==> config.mk <==
export PLATFORM = sky130hd
export DESIGN_NAME = hazard_unit
export DESIGN_NICKNAME = d
export VERILOG_FILES = /design/src/rtl/hazard_unit.sv
export SDC_FILE = /design/constraint.sdc
export NUM_CORES = 1
export LEC_CHECK = 0
export CAP_MARGIN = 20
export CORE_ASPECT_RATIO = 1.5
export CORE_MARGIN = 4
export CORE_UTILIZATION = 43
export DETAILED_ROUTE_END_ITERATION = 10
export PLACE_DENSITY = 0.85
export SLEW_MARGIN = 10
export SYNTH_ARGS = -nofsm -noshare
export SYNTH_HDL_FRONTEND = slang
export SYNTH_SLANG_ARGS = --single-unit
==> constraint.sdc <==
create_clock -name clk -period 4.1 [get_ports clk]
set_input_delay 0.82 -clock clk [delete_from_list [all_inputs] [get_ports clk]]
set_output_delay 0.82 -clock clk [all_outputs]
set_load 0.05 [all_outputs]
==> src/rtl/hazard_unit.sv <==
// hazard_unit
//   Pipeline hazard controller. Produces the hold (stall_*) and clear (flush_*)
//   controls for the PC, F/D, D/E and E/M pipeline registers, plus the
//   execute-stage forwarding selects. It detects load-use hazards, taken
//   control transfers in execute and multi-cycle mul/div occupancy of execute.
//   It also keeps saturating performance counters for stall cycles and flush
//   events.
//
// Ports
//   clk, rst                 rising-edge clock, async active-high reset
//   rs1_d, rs2_d             decode-stage source registers
//   rs1_e, rs2_e, rd_e       execute-stage register numbers
//   res_src_e                execute result source (2'b01 = load)
//   pc_src_e                 taken branch/jump in execute
//   muldiv_e                 mul/div instruction in execute
//   rd_m, rd_w               destinations in memory / writeback
//   reg_write_m, reg_write_w writeback enables in memory / writeback
//   stall_f/d/e              hold PC, F/D, D/E
//   flush_d/e/m              clear F/D, D/E, E/M
//   forward_a_e, forward_b_e 00 regfile, 10 M result, 01 W result
//   md_last                  final mul/div execute cycle, result valid
//   perf_stall_cycles        cycles with stall_f asserted (saturating)
//   perf_flush_events        cycles with flush_d or flush_e (saturating)
//
// FSM states
//   state   | meaning
//   RUN     | execute free; a mul/div seen here starts occupancy
//   MD_BUSY | mul/div holding execute; cnt counts remaining stall cycles
module hazard_unit #(
    parameter int unsigned MULDIV_LAT = 4,
    parameter int unsigned PERF_WIDTH = 32
) (
    input  logic                  clk,
    input  logic                  rst,
    input  logic [4:0]            rs1_d,
    input  logic [4:0]            rs2_d,
    input  logic [4:0]            rs1_e,
    input  logic [4:0]            rs2_e,
    input  logic [4:0]            rd_e,
    input  logic [1:0]            res_src_e,
    input  logic                  pc_src_e,
    input  logic                  muldiv_e,
    input  logic [4:0]            rd_m,
    input  logic [4:0]            rd_w,
    input  logic                  reg_write_m,
    input  logic                  reg_write_w,
    output logic                  stall_f,
    output logic                  stall_d,
    output logic                  stall_e,
    output logic                  flush_d,
    output logic                  flush_e,
    output logic                  flush_m,
    output logic [1:0]            forward_a_e,
    output logic [1:0]            forward_b_e,
    output logic                  md_last,
    output logic [PERF_WIDTH-1:0] perf_stall_cycles,
    output logic [PERF_WIDTH-1:0] perf_flush_events
);

    // The first mul/div cycle is spent in RUN and the md_last cycle has cnt=0,
    // so the counter is loaded with the remaining middle cycles only.
    localparam logic [7:0] CNT_LOAD = 8'(MULDIV_LAT - 2);

    typedef enum logic {
        RUN     = 1'b0,
        MD_BUSY = 1'b1
    } state_t;

    state_t     state_q, state_d;
    logic [7:0] cnt_q, cnt_d;

    logic [PERF_WIDTH-1:0] stall_cnt_q, stall_cnt_d;
    logic [PERF_WIDTH-1:0] flush_cnt_q, flush_cnt_d;

    logic md_stall;
    logic md_done;
    logic lw_stall;
    logic stall_raw;
    logic flush_d_raw;
    logic flush_e_raw;

    // M-stage result has priority over W-stage since it is the younger write.
    function automatic logic [1:0] fwd_sel(
        input logic [4:0] rs,
        input logic [4:0] rdm,
        input logic       wem,
        input logic [4:0] rdw,
        input logic       wew
    );
        logic [1:0] sel;
        sel = 2'b00;
        if (wem && (rdm != 5'd0) && (rdm == rs)) begin
            sel = 2'b10;
        end else if (wew && (rdw != 5'd0) && (rdw == rs)) begin
            sel = 2'b01;
        end
        return sel;
    endfunction

    // Mul/div occupancy FSM
    always_ff @(posedge clk or posedge rst) begin
        if (rst) begin
            state_q <= RUN;
            cnt_q   <= 8'd0;
        end else begin
            state_q <= state_d;
            cnt_q   <= cnt_d;
        end
    end

    always_comb begin
        state_d  = state_q;
        cnt_d    = cnt_q;
        md_stall = 1'b0;
        md_done  = 1'b0;
        unique case (state_q)
            RUN: begin
                if (muldiv_e) begin
                    md_stall = 1'b1;
                    state_d  = MD_BUSY;
                    cnt_d    = CNT_LOAD;
                end
            end
            MD_BUSY: begin
                if (cnt_q != 8'd0) begin
                    md_stall = 1'b1;
                    cnt_d    = cnt_q - 8'd1;
                end else begin
                    md_done = 1'b1;
                    state_d = RUN;
                end
            end
            default: begin
                state_d = RUN;
                cnt_d   = 8'd0;
            end
        endcase
    end

    // Hazard detection
    always_comb begin
        lw_stall = (res_src_e == 2'b01) && (rd_e != 5'd0) &&
                   ((rd_e == rs1_d) || (rd_e == rs2_d));
        stall_raw = lw_stall | md_stall;
        // A held D/E register must never be cleared, so mul/div dominates.
        flush_d_raw = pc_src_e & ~md_stall;
        flush_e_raw = (lw_stall | pc_src_e) & ~md_stall;
    end

    // Outputs are forced inactive while reset is held.
    always_comb begin
        stall_f     = stall_raw & ~rst;
        stall_d     = stall_raw & ~rst;
        stall_e     = md_stall & ~rst;
        flush_m     = md_stall & ~rst;
        flush_d     = flush_d_raw & ~rst;
        flush_e     = flush_e_raw & ~rst;
        md_last     = md_done & ~rst;
        forward_a_e = rst ? 2'b00 : fwd_sel(rs1_e, rd_m, reg_write_m, rd_w, reg_write_w);
        forward_b_e = rst ? 2'b00 : fwd_sel(rs2_e, rd_m, reg_write_m, rd_w, reg_write_w);
    end

    // Saturating performance counters
    always_comb begin
        stall_cnt_d = stall_cnt_q;
        flush_cnt_d = flush_cnt_q;
        if (stall_f && (stall_cnt_q != '1)) begin
            stall_cnt_d = stall_cnt_q + 1'b1;
        end
        if ((flush_d || flush_e) && (flush_cnt_q != '1)) begin
            flush_cnt_d = flush_cnt_q + 1'b1;
        end
    end

    always_ff @(posedge clk or posedge rst) begin
        if (rst) begin
            stall_cnt_q <= '0;
            flush_cnt_q <= '0;
        end else begin
            stall_cnt_q <= stall_cnt_d;
            flush_cnt_q <= flush_cnt_d;
        end
    end

    assign perf_stall_cycles = stall_cnt_q;
    assign perf_flush_events = flush_cnt_q;

endmodule

## Word-level counts from Yosys, hierarchy flattened

Index checks and enable logic that the tools add are counted.

| storage, ports and cells | value |
|---|---|
| output and inout port bits | 75 |
| bits of input ports | 43 |
| register bits after elaboration | 73 |
| word-level logic and storage cells | 61 |

| operators by class | value |
|---|---|
| multiplexer cells | 14 |
| add/sub/neg operators | 3 |
| bitwise operators | 12 |
| reduce and logical (&&, ||, !) cells | 17 |
| equality and inequality tests | 11 |

Operators with widths:

| operator | number |
|---|---|
| adder 32 x 1 -> 32 bit, second input constant | 2 |
| != test 32 bit, second input constant | 2 |
| equality test 5 bit | 6 |
| two-way mux 8 bit | 2 |
| one-hot mux 8 bit (2 select lines) | 1 |
| nonzero test 5 bit | 3 |
| logical AND 1 bit | 10 |
| two-way mux 2 bit | 4 |
| nonzero test 8 bit | 1 |
| subtractor 8 x 1 -> 8 bit, second input constant | 1 |
| bitwise AND 1 bit | 7 |
| two-way mux 1 bit | 6 |
| NOT 1 bit | 3 |
| equality test 2 x 1 -> 1 bit, second input constant | 1 |
| logical OR 1 bit | 2 |
| != test 2 x 1 -> 1 bit, second input constant | 1 |
| != test 2 bit, second input constant | 1 |
| bitwise OR 1 bit | 2 |
| one-hot mux 1 bit (2 select lines) | 1 |
| AND reduction 2 bit | 1 |

## Longest topological paths before layout

Gate-level depths: netlist of the first run.

| logic depth | value |
|---|---|
| depth in word-level cells | 8 |
| depth in mapped cells | 10 |
| depth with buffers taken out | 8 |

## Worst setup path after synthesis of the first run

No wires, ideal clock.

| timing path | value |
|---|---|
| path kind | input -> output |
| from | input rst |
| to | output forward_a_e[0] |
| path buffers | 0 |
| arrival | 4618 ps |
| slack | -1338 ps |
| stages on the path | 4 |
| data required time | 3280 ps |
| cells stage by stage | inv_1 -> o211ai_1 -> or4_1 -> nor4_1 |

| on the way | value |
|---|---|
| cells in the longest elaborated chain, start to end | 1 |

RTL lines:

| item | line | RTL |
|---|---|---|
| start, declared | 34 | `input logic rst,` |
| two-way mux 2 bit | 159 | `forward_a_e = rst ? 2'b00 : fwd_sel(rs1_e, rd_m, reg_write_m, rd_w, reg_write_w);` |
| end, declared | 53 | `output logic [1:0] forward_a_e,` |

No other way between the ends.

## Final worst setup path of the first run

| timing path | value |
|---|---|
| from | input rd_m[1] |
| to | output forward_b_e[1] |

| on the way | value |
|---|---|
| cells in the longest elaborated chain, start to end | 5 |
| elaborated cells on any way between the ends | 6 |
| those cells by class | eq/ne (1); mux (2); reduce/logical (3) |

RTL lines:

| item | line | RTL |
|---|---|---|
| start, declared | 43 | `input logic [4:0] rd_m,` |
| nonzero test 5 bit | 92 | `if (wem && (rdm != 5'd0) && (rdm == rs)) begin` |
| logical AND 1 bit | 92 |  |
| logical AND 1 bit * | 92 |  |
| two-way mux 2 bit * | 92 |  |
| two-way mux 2 bit * | 160 | `forward_b_e = rst ? 2'b00 : fwd_sel(rs2_e, rd_m, reg_write_m, rd_w, reg_write_w);` |
| end, declared | 54 | `output logic [1:0] forward_b_e,` |

Mark *: on every way between the ends. The rest lies on a longest branch, timed or not.

==> flow_metrics.env, run 1 <==
export IMPL_status="complete, no violations"
export IMPL_drt_vias_per_instance=5.57
export IMPL_cts_tree="done"
export IMPL_synth_top_area_share=0.446
export IMPL_h_tree_depth=3
export IMPL_crit_top_cell="clkdlybuf4s50_1"
export IMPL_hold_path_class="reg2reg"
export IMPL_start_kind="primary input"
export IMPL_synth_commonest_cells="dfrtp_1 (73), xor2_1 (54), xnor2_1 (41), nand2_1 (35)"
export IMPL_cpPeakStageDelay_ps=720
export IMPL_synth_cell_type_count=41
export IMPL_mappedNetlistNets=456
export IMPL_use_met3=0.0432
export IMPL_port_buffers=117
export IMPL_drv_cap=0
export IMPL_root_buffer="clkbuf_16"
export IMPL_placementRows=43
export IMPL_timing_hold_ws_ps=494
export IMPL_drv_slew=0
export IMPL_syn2layout_area_growth_pct=39.2
export IMPL_wl_mm=10.4
export IMPL_globalRoute_totalOverflow=0
export IMPL_cts_resized=0
export IMPL_synth_compound_area_frac=0.0284
export IMPL_synth_seq_cells=73
export IMPL_intPower_mw=1.62
export IMPL_powerDensity_mw_per_mm2=447
export IMPL_cp_cell_sequence="clkdlybuf4s50_1, or4_1, o21ai_0, nor4_1, clkdlybuf4s50_1"
export IMPL_power_switching_uw=937
export IMPL_drt_pass1_iter_count=4
export IMPL_synthSimpleGateAreaFrac=0.280
export IMPL_ys_async_sr_fraction=1.00
export IMPL_synth_top_cell_by_area="dfrtp_1"
export IMPL_ys_top_cells_by_area="dfrtp_1 (45%), xor2_1 (12%), xnor2_1 (8.8%)"
export IMPL_ant_nets=0
export IMPL_use_met1=0.207
export IMPL_clkTransAtPathRegs_ps=60
export IMPL_grt_max_degree=74
export IMPL_power_share_clock=0.301
export IMPL_place_hpwl_mm=7.97
export IMPL_p_sw_frac=0.367
export IMPL_post_cts_setup_buffers=0
export IMPL_start_util=0.441
export IMPL_grt_busiest_layer="met2"
export IMPL_vias=3589
export IMPL_slew_headroom=0.349
export IMPL_yosysMostFrequentCell="dfrtp_1"
export IMPL_fin_skew_ps=7.94
export IMPL_grt_use_met2=0.343
export IMPL_place_congestion=0.863
export IMPL_antenna_cells=0
export IMPL_cp_slowest_cell="clkdlybuf4s50_1"
export IMPL_comb_power_share=0.320
export IMPL_io_pins=118
export IMPL_finalCriticalPeriod_ps=3880
export IMPL_setup_violations_final=0
export IMPL_synth_avg_cell_area_um2=10.0
export IMPL_synthesis_area_mm2=0.00410
export IMPL_hold_violations=0
export IMPL_leakage_nw=2.38
export IMPL_rsz0062_at_grt="false"
export IMPL_insertion_delay_ps=330
export IMPL_final_cell_area_mm2=0.00571
export IMPL_tightest_slew_ps=968
export IMPL_seq_area_frac_synth=0.446
export IMPL_fmax_ghz=0.257
export IMPL_cts_sinks=73
export IMPL_netlist_instances=409
export IMPL_grt_antenna_before_repair=0
export IMPL_critical_path_class="in2out"
export IMPL_fin_crit_sh=0.947
export IMPL_drc=0
export IMPL_required_ps=3280
export IMPL_clockBufferDepth=2
export IMPL_numCtsBuffers=9
export IMPL_ys_flop_type="dfrtp_1"
export IMPL_critPathArrivalTime_ps=3060
export IMPL_fin_setup_tns_ps=0
export IMPL_drtIter0Drc=146
export IMPL_grt_pass1_wl_mm=17.3
export IMPL_synth_top_family_by_area="simple AND/OR/NAND/NOR gates"
export IMPL_dieArea_mm2=0.0112
export IMPL_place_area_mm2=0.00541
export IMPL_grt_pass1_vias=3802
export IMPL_synth_enable_flop_cells=0
export IMPL_crit_family="buffers and inverters"
export IMPL_worstPathBufferInverterCount=2
export IMPL_finalPower_mw=2.55
export IMPL_synth_xor_area_frac=0.203
export IMPL_synthAdderAreaFrac=0.0122
export IMPL_cp_max_fo=4
export IMPL_ir_worst_vdd_mv=0.310
export IMPL_coreArea_mm2=0.00931
export IMPL_nets=575
export IMPL_synth_mux_area_frac=0.00549
export IMPL_die_x_um=87.7
export IMPL_wire_per_inst_um=16.1
export IMPL_ys_warn_count=0
export IMPL_drive_above_1_share=0.0789
export IMPL_cp_end_kind="output pin"
export IMPL_seq_power_share=0.379
export IMPL_grt_util_all_layers=0.194
export IMPL_ctsHoldBuffers=0
export IMPL_die_h_um=128
==> power by group through the flow <==
stage          registers (mW)  clock network (mW)  logic, mW
6_report                0.968               0.769      0.816
5_1_grt                 0.986               0.815      0.875
4_1_cts                 0.967               0.787      0.824
3_5_place_dp            0.978                   0      0.821
3_3_place_gp            0.971                   0      0.802
2_1_floorplan            1.17                   0      0.333
==> layer usage <==
| metal | share of wire | vias up |
|---|---|---|
| li1 | - | 1702 |
| met1 | 0.38 | 1738 |
| met2 | 0.53 | 125 |
| met4 | 0.032 | 0 |
| met3 | 0.059 | 24 |
| met5 | 0 | - |
==> worst register-to-register path, stage by stage, from the launching register on <==
cell     delay (ps)
dfrtp_1         460
nor4_4          410
a41oi_4         250
and2_4          230
a21oi_2         190
buf_4           340
nor2_1          130
mux2_1          320
==> worst paths after layout <==
kind                                      start                    end  slack, ps  depth (start not counted)
hold / removal             perf_stall_cycles[8]   perf_stall_cycles[8]        490                          1
hold reg to reg            perf_stall_cycles[8]   perf_stall_cycles[8]        490                          1
min in group asynchronous                   rst   perf_flush_events[2]       1410                          3
setup / recovery                        rd_m[1]         forward_b_e[1]        220                          5
max in group asynchronous                   rst  perf_flush_events[13]       2090                          3
setup reg to reg                       cnt_q[3]   perf_stall_cycles[1]       1660                          7
==> registers in the layout, indices dropped and copies added (netlist names) <==
| signal | count |
|---|---|
| perf_flush_events | 32 |
| cnt_q | 8 |
| perf_stall_cycles | 32 |
| state_q | 1 |
==> per-stage QoR <==
step	std cells	utilization	worst slack, ps
detailed placement	629	0.582	205
floorplan	409	-	50.0
finish	644	0.613	215
global placement	629	0.582	307
CTS	644	0.613	198
global route	644	0.613	117
==> logic make-up (layout without fill, tap and decap cells) <==
logic type | after synthesis | count (layout)
adders and majority gates | 4 | 4
xor gates and xnor gates | 95 | 95
and+or+nand+nor | 197 | 197
muxes | 2 | 2
buffers and inverters | 22 | 145
AOI/OAI and AO/OA | 16 | 16
DFF | 73 | 73
==> area by class of cell <==
type                    count  area (um2)
well taps                 112         140
repair buffers            120        1210
multi-input cells         314        2190
clock buffers              10         239
flip-flops and latches     73        1830
fillers                   744        3600
inverters                  10        41.3
clock inverters             5        56.3
==> layout by cell type (no fill, tap or decap), drive strengths merged, types with 2 or more instances in the layout <==
cell,Yosys,layout
clkdlybuf4s50,0,110
dfrtp,73,73
xor2,54,54
xnor2,41,41
nand2,35,35
nor4,31,31
nand3,27,27
nand4,20,20
nor2,20,20
nor3,20,20
and3,11,11
clkbuf,7,10
buf,5,10
inv,10,9
and4,7,7
or4,5,5
o21ai,5,5
nor2b,4,4
nor4b,4,4
ha,4,4
a21oi,4,4
or3,3,3
nor3b,3,3
clkinv,0,3
clkinvlp,0,2
a31oi,2,2
nand3b,2,2
mux2,2,2
and2,2,2
(Power assumes the default switching activity.)
==> inputs of run 2 (changes only) <==
--- a/config.mk
+++ b/config.mk
@@ -10,7 +10,7 @@
 export CORE_MARGIN = 4
 export CORE_UTILIZATION = 43
 export DETAILED_ROUTE_END_ITERATION = 10
-export PLACE_DENSITY = 0.85
+export PLACE_DENSITY_LB_ADDON = 0.15
 export SLEW_MARGIN = 10
 export SYNTH_ARGS = -nofsm -noshare
 export SYNTH_HDL_FRONTEND = slang
==> run 2 against run 1 <==
  * Sequential power hardly changed
  * Global-route usage up 0.24 points
  * Combinational power is essentially flat
  * Die area unchanged
  * Non-clock buffer count is 2 higher
  * Critical path type unchanged
  * Power down 1.7%
  * Clock power fell by 6.0%
  * Final area down 0.18%
==> flow_metrics.env, run 2 (same netlist as run 1, synthesis figures left out) <==
export IMPL_power_share_clock=0.288
export IMPL_drt_pass1_iter_count=4
export IMPL_start_util=0.441
export IMPL_reg2reg_depth=7
export IMPL_critPathArrivalTime_ps=3020
export IMPL_required_ps=3280
export IMPL_min_from="perf_flush_events[11]"
export IMPL_root_buffer="clkbuf_16"
export IMPL_status="complete, no violations"
export IMPL_coreArea_mm2=0.00931
export IMPL_ctsHoldBuffers=0
export IMPL_grt_pass1_wl_mm=17.4
export IMPL_comb_power_share=0.326
export IMPL_fin_setup_tns_ps=0
export IMPL_cp_max_fo=4
export IMPL_cp_end_kind="output pin"
export IMPL_grt_util_all_layers=0.196
export IMPL_ant_nets=0
export IMPL_tightest_slew_ps=988
export IMPL_antenna_cells=0
export IMPL_drt_vias_per_instance=5.53
export IMPL_clkTransAtPathRegs_ps=50
export IMPL_mostFrequentLayoutCell="clkdlybuf4s50_1"
export IMPL_drc=0
export IMPL_wire_per_inst_um=16.3
export IMPL_ir_worst_vdd_mv=0.282
export IMPL_place_hpwl_mm=8.08
export IMPL_powerDensity_mw_per_mm2=440
export IMPL_insertion_delay_ps=330
export IMPL_die_h_um=128
export IMPL_intPower_mw=1.58
export IMPL_final_cell_mix="clkdlybuf4s50_1 (110), dfrtp_1 (73), xor2_1 (54)"
export IMPL_port_buffers=117
export IMPL_h_tree_depth=3
export IMPL_grt_pass1_vias=3639
export IMPL_critical_path_class="in2out"
export IMPL_io_pins=118
export IMPL_wl_mm=10.5
export IMPL_hold_violations=0
export IMPL_nets=577
export IMPL_dieArea_mm2=0.0112
export IMPL_fin_skew_ps=6.37
export IMPL_drive_above_1_share=0.0771
export IMPL_syn2layout_area_growth_pct=39.0
export IMPL_slew_headroom=0.335
export IMPL_globalRoute_totalOverflow=0
export IMPL_power_switching_uw=926
export IMPL_fin_crit_sh=0.937
export IMPL_drv_cap=0
export IMPL_cts_resized=0
export IMPL_hold_path_class="reg2reg"
export IMPL_finish_utilization=0.612
export IMPL_drtIter0Drc=153
export IMPL_fmax_ghz=0.260
export IMPL_grt_antenna_before_repair=0
export IMPL_numCtsBuffers=9
export IMPL_seq_power_share=0.386
export IMPL_drv_slew=0
export IMPL_cts_sinks=73
export IMPL_leakage_nw=2.38
export IMPL_grt_max_degree=74
export IMPL_cts_tree="done"
export IMPL_vias=3559
export IMPL_die_x_um=87.7
export IMPL_finalCriticalPeriod_ps=3840
export IMPL_setup_violations_final=0
export IMPL_p_sw_frac=0.369
export IMPL_r2r_start="cnt_q[3]"
export IMPL_placementRows=43
export IMPL_start_kind="primary input"
export IMPL_post_cts_setup_buffers=0
export IMPL_clockBufferDepth=2
export IMPL_place_congestion=0.941
export IMPL_rsz0062_at_grt="false"
export IMPL_startpoint="rd_m[1]"
export IMPL_whs_path_depth=1
[run 2: changes by cell type in the layout (fill, tap and decap cells not counted), sizes merged]
| cell | previous run | this run |
|---|---|---|
| buf | 10 | 12 |
| clkinv | 3 | 0 |
| clkbuf | 10 | 13 |
| bufinv | 1 | 0 |
| clkinvlp | 2 | 1 |
[run 2: power groups by stage]
| stage | Sequential [mW] | Combinational, mW | Clock, mW |
|---|---|---|---|
| 6_report | 0.969 | 0.818 | 0.723 |
| 5_1_grt | 0.985 | 0.882 | 0.765 |
| 4_1_cts | 0.969 | 0.829 | 0.740 |
| 3_5_place_dp | 0.980 | 0.826 | 0 |
| 3_3_place_gp | 0.974 | 0.808 | 0 |
| 2_1_floorplan | 1.17 | 0.333 | 0 |
[run 2: final timing paths]
path,endpoint,slack [ps]
setup / recovery,forward_b_e[1],260
hold / removal,perf_flush_events[11],510
setup reg to reg,perf_stall_cycles[1],1650
hold reg to reg,perf_flush_events[11],510
max in group asynchronous,perf_flush_events[0],2100
min in group asynchronous,perf_flush_events[24],1400
[run 2: worst max-delay path, stage by stage]
cell             delay (ps)
clkdlybuf4s50_1         470
or4_1                   520
o21ai_0                 370
nor4_1                  110
clkdlybuf4s50_1         720
[run 2: metal layers]
| layer | global-route usage | wire length, um |
|---|---|---|
| met1 | 0.214 | 3950 |
| met2 | 0.342 | 5600 |
| met3 | 0.0490 | 606 |
| met4 | 0.102 | 340 |
| met5 | 0 | 0 |
[run 2: cell type report]
| class | instances | area [um2] |
|---|---|---|
| fill | 810 | 3610 |
| multi-input combinational | 314 | 2190 |
| sequential | 73 | 1830 |
| timing repair buffer | 122 | 1230 |
| clock buffer | 13 | 270 |
| tap | 112 | 140 |
| inverter | 10 | 41.3 |
[run 2: through the flow]
stage          cells  cell area, um2  total power, mW  hold WS [ps]  worst slack, ps
6_report         644            5700             2.51           505              259
5_1_grt          644            5700             2.63           515              167
4_1_cts          644            5700             2.54           499              276
3_5_place_dp     631            5430             1.81           492              292
3_3_place_gp     631            5430             1.78           482              332
2_1_floorplan    409            4120             1.51           506             50.0
==> inputs of run 3 (changes only) <==
--- a/config.mk
+++ b/config.mk
@@ -8,7 +8,7 @@
 export CAP_MARGIN = 20
 export CORE_ASPECT_RATIO = 1.5
 export CORE_MARGIN = 4
-export CORE_UTILIZATION = 43
+export CORE_UTILIZATION = 35
 export DETAILED_ROUTE_END_ITERATION = 10
 export PLACE_DENSITY_LB_ADDON = 0.15
 export SLEW_MARGIN = 10
==> run 3 against run 2 <==
  * Power rose by 1.8%
  * Combinational power rose by 0.7%
  * Final area rose by 1.2%
  * Non-clock buffer count did not move
  * Global-route usage fell by 3.0 points
  * Largest power group unchanged
  * Sequential power fell by 0.6%
  * Cell count rose by 6.2%
  * Sequential share of layout area fell by 0.37 points
  * Hold slack got worse by 12 ps
  * Sequential cell count did not move
==> flow_metrics.env, run 3 (same netlist as run 1, synthesis figures left out) <==
export IMPL_dp_cells=669
export IMPL_drt_vias_per_instance=5.19
export IMPL_ctsHoldBuffers=0
export IMPL_cts_tree="done"
export IMPL_grt_util_all_layers=0.166
export IMPL_wire_per_inst_um=15.4
export IMPL_rsz0062_at_grt="false"
export IMPL_syn2layout_area_growth_pct=40.6
export IMPL_antenna_cells=0
export IMPL_die_x_um=96.4
export IMPL_required_ps=3280
export IMPL_wl_mm=10.5
export IMPL_port_buffers=117
export IMPL_root_buffer="clkbuf_16"
export IMPL_globalRoute_totalOverflow=0
export IMPL_cpPeakStageDelay_ps=720
export IMPL_setup_violations_final=0
export IMPL_timing_hold_ws_ps=493
export IMPL_use_met1=0.184
export IMPL_clkTransAtPathRegs_ps=50
export IMPL_placementRows=48
export IMPL_crit_family="buffers and inverters"
export IMPL_place_hpwl_mm=8.16
export IMPL_finish_utilization=0.503
export IMPL_pre_cts_slack_ps=241
export IMPL_place_area_mm2=0.00548
export IMPL_fmax_ghz=0.259
export IMPL_mostFrequentLayoutCell="clkdlybuf4s50_1"
export IMPL_drtIter0Drc=104
export IMPL_drive_above_1_share=0.0768
export IMPL_grt_max_degree=74
export IMPL_hold_violations=0
export IMPL_drt_pass1_iter_count=4
export IMPL_finalCriticalPeriod_ps=3870
export IMPL_hold_path_class="reg2reg"
export IMPL_grt_pass1_wl_mm=17.5
export IMPL_numCtsBuffers=9
export IMPL_cts_sinks=73
export IMPL_cp_end_kind="output pin"
export IMPL_dieArea_mm2=0.0135
export IMPL_clockBufferDepth=2
export IMPL_worstPathBufferInverterCount=2
export IMPL_final_cell_mix="clkdlybuf4s50_1 (110), dfrtp_1 (73), xor2_1 (54)"
export IMPL_io_pins=118
export IMPL_vias=3553
export IMPL_insertion_delay_ps=330
export IMPL_post_cts_setup_buffers=0
export IMPL_drc=0
export IMPL_use_met3=0.0516
export IMPL_cp_slowest_cell="clkdlybuf4s50_1"
export IMPL_nets=577
export IMPL_finalPower_mw=2.56
export IMPL_ir_worst_vdd_mv=0.187
export IMPL_fin_setup_tns_ps=0
export IMPL_fin_skew_ps=12.4
export IMPL_grt_use_met2=0.284
export IMPL_drv_cap=0
export IMPL_drv_slew=0
export IMPL_n_fill_cell=1066
export IMPL_leakage_nw=2.38
export IMPL_status="complete, no violations"
export IMPL_ant_nets=0
export IMPL_tightest_slew_ps=1010
export IMPL_start_util=0.357
export IMPL_fin_ws_ps=233
export IMPL_final_cell_area_mm2=0.00577
export IMPL_h_tree_depth=3
export IMPL_grt_pass1_vias=3625
export IMPL_crit_top_cell="clkdlybuf4s50_1"
export IMPL_fin_crit_sh=0.943
export IMPL_fin_cells=684
export IMPL_critical_path_class="in2out"
export IMPL_powerDensity_mw_per_mm2=443
export IMPL_place_congestion=0.917
export IMPL_critPathArrivalTime_ps=3050
export IMPL_die_h_um=141
export IMPL_cts_resized=0
export IMPL_slew_headroom=0.318
export IMPL_cp_max_fo=4
export IMPL_cp_cell_sequence="clkdlybuf4s50_1, or4_1, o21ai_0, nor4_1, clkdlybuf4s50_1"
export IMPL_grt_busiest_layer="met2"
export IMPL_start_kind="primary input"
export IMPL_grt_antenna_before_repair=0
export IMPL_coreArea_mm2=0.0115
## run 3: cell types whose count changed in the layout (fill, tap and decap cells not counted)
cell	change
clkbuf_8	-2
bufinv_16	+1
clkbuf_1	+2
clkinv_4	+1
## run 3: report_power, final
part	leakage, nW	switching [mW]	internal (mW)
clock	0.140	0.283	0.486
sequential	0.950	0.133	0.829
combinational	1.29	0.518	0.307
total	2.38	0.934	1.62
## run 3: worst paths after layout
path | end | cells after the start | start | slack [ps]
setup / recovery | forward_b_e[1] | 5 | rd_m[1] | 230
hold / removal | perf_stall_cycles[31] | 1 | perf_stall_cycles[31] | 490
setup reg to reg | perf_stall_cycles[1] | 6 | perf_stall_cycles[3] | 1610
hold reg to reg | perf_stall_cycles[31] | 1 | perf_stall_cycles[31] | 490
max in group asynchronous | perf_flush_events[12] | 3 | rst | 2260
min in group asynchronous | state_q | 3 | rst | 1210
## run 3: worst register-to-register path, delay by kind of cell (launching register included)
kind	cells	cell delay, ps
and+or+nand+nor	4	1270
DFF	1	450
buffers and inverters	1	330
muxes	1	330
## run 3: routing by layer
layer  wire (um)  vias up
li1            -     1700
met1        3970     1698
met2        5460      133
met3         797       22
met4         311        0
met5           0        -
## run 3: area by class of cell
cell class,instances,area [um2],area share
multi-input cells,314,2190,0.380
well taps,150,188,0.0326
repair buffers,122,1230,0.213
inverters,10,41.3,0.00716
clock inverters,2,38.8,0.00673
flip-flops and latches,73,1830,0.317
clock buffers,13,250,0.0434
